<file path="src/rtl/one_second_counter.sv">
// Elapsed-seconds counter: a prescaler divides CLK down to one tick per
// TICKS_PER_SEC enabled edges, and the ticks accumulate into an 8-bit count.
module one_second_counter #(
    parameter int unsigned TICKS_PER_SEC = 100_000_000
) (
    input  logic       CLK,
    input  logic       RESET,
    input  logic       START_COUNTING,
    output logic [7:0] NumOfSec
);

    localparam int unsigned PW = $clog2(TICKS_PER_SEC);
    localparam logic [PW-1:0] PRESC_LAST = PW'(TICKS_PER_SEC - 1);

    // Declaration initialisers give a zero count at power-up, before the first reset edge.
    logic [PW-1:0] presc_q = '0;
    logic [PW-1:0] presc_d;
    logic [7:0]    sec_q   = '0;
    logic [7:0]    sec_d;

    always_comb begin
        presc_d = presc_q;
        sec_d   = sec_q;
        if (START_COUNTING) begin
            if (presc_q == PRESC_LAST) begin
                presc_d = '0;
                sec_d   = sec_q + 8'd1;
            end else begin
                presc_d = presc_q + PW'(1);
            end
        end
    end

    always_ff @(posedge CLK) begin
        if (RESET) begin
            presc_q <= '0;
            sec_q   <= '0;
        end else begin
            presc_q <= presc_d;
            sec_q   <= sec_d;
        end
    end

    assign NumOfSec = sec_q;

endmodule

</file>
<file path="config.mk">
export PLATFORM = sky130hd
export DESIGN_NAME = one_second_counter
export DESIGN_NICKNAME = d
export VERILOG_FILES = /design/src/rtl/one_second_counter.sv
export SDC_FILE = /design/constraint.sdc
export NUM_CORES = 1
export LEC_CHECK = 0
export BUFFER_PORTS_ARGS = -buffer_cell sky130_fd_sc_hd__buf_2
export CAP_MARGIN = 20
export CORE_MARGIN = 2
export CORE_UTILIZATION = 55
export DETAILED_ROUTE_END_ITERATION = 10
export PLACE_DENSITY = 0.84
export REMOVE_ABC_BUFFERS = 1
export SYNTH_ARGS = -nofsm -noshare
export SYNTH_HDL_FRONTEND = slang
export SYNTH_SLANG_ARGS = --single-unit
</file>
<file path="constraint.sdc">
create_clock -name CLK -period 2.6 [get_ports CLK]
set_input_delay 0.78 -clock CLK [delete_from_list [all_inputs] [get_ports CLK]]
set_output_delay 0.78 -clock CLK [all_outputs]
set_load 0.005 [all_outputs]
</file>
==> flow_summary.toml <==
[outcome]
status = "completed"

[pwr]
p_clk_frac = 0.325
power.switching_w = 0.0001937
finalPower_w = 0.0008380
p_per_area_mw_per_mm2 = 441.8
pwr-share-comb = 0.029
intPower_w = 0.0006443
peakVddDrop_uv = 313.5
p_leak_nw = 0.6298
swShare = 0.2311
p_seq_frac = 0.647

[layout]
stdcell_count = 258
nets = 220
insertedDiodeCount = 0
final_cell_mix = "dfxtp_1, nor2_1, a21oi_1, o31ai_1"
post-route-util = 0.6213
syn2layout_area_growth_pct = 7.900
final_common_cell = "dfxtp_1"
drive_gt1_frac = 0.1729

[cts]
cts_inserted_buffers = 5
cts.clk_slew.worst_paths_ps = 100
cts_buffer_depth = 2
cts_root_buffer = "clkbuf_4"
htree_levels = 2
postCtsSetupBuffers = 0
cts_tree = "yes"
insertion_delay_ps = 340
cts_hold_buffers = 0
clock_sinks = 35
cts-resized-gates = 0

[placed_design]
place_inst = 252
port_buffers = 10
hpwl_um = 2350
place.gp.congestion = 0.8125

[critical_path]
timing.rr.start = "presc_q[0]$_SDFFE_PP0P_"
cp-start-kind = "flop"
setup.worst_path.end_class = "flop"
reg2reg_depth = 5
cp_max_fo = 13
critPathArrivalTime_ps = 2370
worstSetupPathType = "flop to flop"
rrSetupSlack_ps = 480
critPathRequiredTime_ps = 2840
rr_endpoint = "NumOfSec[5]$_SDFFE_PP0P_"

[timing]
setup_viol = 0
drv_slew = 0
fin_worst_skew_ps = 7.375
worst_pin_slew_ps = 462.4
rsz0062_at_grt = "false"
fmax_mhz = 471.0
finalSetupTns_ps = 0
hold_viol_final = 0
post-route-period-util = 0.8165
whs_ps = 498.3
relSlewSlack = 0.6909
finalCriticalPeriod_ps = 2123

[floorplanning]
die-height_um = 60.54
initial_core_util = 0.5758
std_cell_rows = 20
die_area_mm2 = 0.003664
io_pins = 11
dieWidth_um = 60.54
coreArea_mm2 = 0.003053

[global_route]
grt-ovfl-total = 0
grt_pass1_wl_um = 5720
grt_usage = 0.2130
grt_max_degree = 17
antenna_found_initial = 0
grt_pass1_vias = 1285

[synth]
ys_seq_area_frac = 0.3986
synth_seq_cells = 35
netlist_area_mm2 = 0.001758
avgSynthCellArea_um2 = 8.746
ys_warn_count = 0
synthCells = 201
synth.distinct_cells = 36

[worst_hold_path]
hp-class = "flop to flop"
holdPathStages = 2
min_to = "presc_q[18]$_SDFFE_PP0P_"
worstHoldStart = "presc_q[18]$_SDFFE_PP0P_"

[drt]
drtAntennaViolNets = 0
wire_per_inst_um = 13.28
vias_per_cell = 5.942
drtIter0Drc = 64
totalWireLength_um = 3427
drc_errors = 0
firstDrtPassIters = 4
vias = 1533

[flow_run]
cap_violations = 0
==> stage by stage <==
stage          setup slack, ps  instance area, um^2
2_1_floorplan            276.3                 1705
3_3_place_gp             153.8                 1856
3_5_place_dp             126.7                 1856
4_1_cts                  492.2                 1897
5_1_grt                  383.2                 1897
6_report                 477.0                 1897
==> routing by layer <==
layer	part of all wire	vias up	GRT usage
met2	0.46	30	0.3245
li1	-	772	-
met5	0	-	0
met3	0.041	4	0.08316
met1	0.48	727	0.2731
met4	0.018	0	0.08385
==> registers in the layout (all words and copies together), names as in the netlist <==
register and count:
presc_q 27, NumOfSec 8
==> power by group through the flow <==
stage               clock, W  sequential, W  combinational (W)
floorplan                  0       0.000554          0.0000132
global placement           0       0.000554          0.0000240
detailed placement         0       0.000554          0.0000245
CTS                 0.000281       0.000542          0.0000247
global route        0.000305       0.000542          0.0000275
finish              0.000272       0.000542          0.0000241
==> final cells by class <==
type                    instances  area [um^2]
fillers                       293         1156
flip-flops and latches         35        700.7
repair buffers                 16        95.09
well taps                      44        55.05
inverters                       6        22.52
clock buffers                   6        41.29
multi-input cells             151        982.2
==> worst max-delay path by stage <==
stage	startpoint	depth (start not counted)	endpoint
finish	presc_q[0]$_SDFFE_PP0P_	5	NumOfSec[5]$_SDFFE_PP0P_
global route	presc_q[0]$_SDFFE_PP0P_	5	NumOfSec[5]$_SDFFE_PP0P_
CTS	presc_q[0]$_SDFFE_PP0P_	5	NumOfSec[5]$_SDFFE_PP0P_
detailed placement	START_COUNTING	5	NumOfSec[5]$_SDFFE_PP0P_
global placement	START_COUNTING	5	NumOfSec[5]$_SDFFE_PP0P_
floorplan	START_COUNTING	4	presc_q[0]$_SDFFE_PP0P_
==> Yosys cell counts, drive strengths merged <==
cell,number,share of area
nor4b,2,0.010
buf,5,0.021
ha,2,0.014
mux2,5,0.032
nand4,11,0.043
or4,14,0.067
nand2,10,0.021
o221ai,1,0.0050
or2,1,0.0036
clkbuf,4,0.0085
or3,5,0.019
o21bai,1,0.0064
inv,6,0.013
nand3,11,0.034
dfxtp,35,0.40
o21ai,4,0.011
o41ai,1,0.0050
nor2,21,0.045
and4,5,0.026
a21oi,16,0.048
mux2i,1,0.0057
and3,3,0.011
xor2,8,0.040
nor4,2,0.0071
nor3,6,0.017
o31ai,12,0.051
nor2b,5,0.018
xnor2,4,0.020
==> logic make-up after synthesis <==
family / share of synthesized area
XOR/XNOR: 0.05979
flip-flops: 0.3986
buffers and inverters: 0.04270
AND/OR/NAND/NOR: 0.3203
adder cells (fa/ha/maj): 0.01423
AO/OA/AOI/OAI: 0.1267
multiplexers: 0.03772
==> worst max-delay path, cell delays in order (launching register included) <==
cell	delay [ps]
dfxtp_1	380
ha_1	200
nand4_1	160
or4_4	600
nor4_1	330
mux2_2	370
No activity file was read; power rests on OpenSTA's default activity.
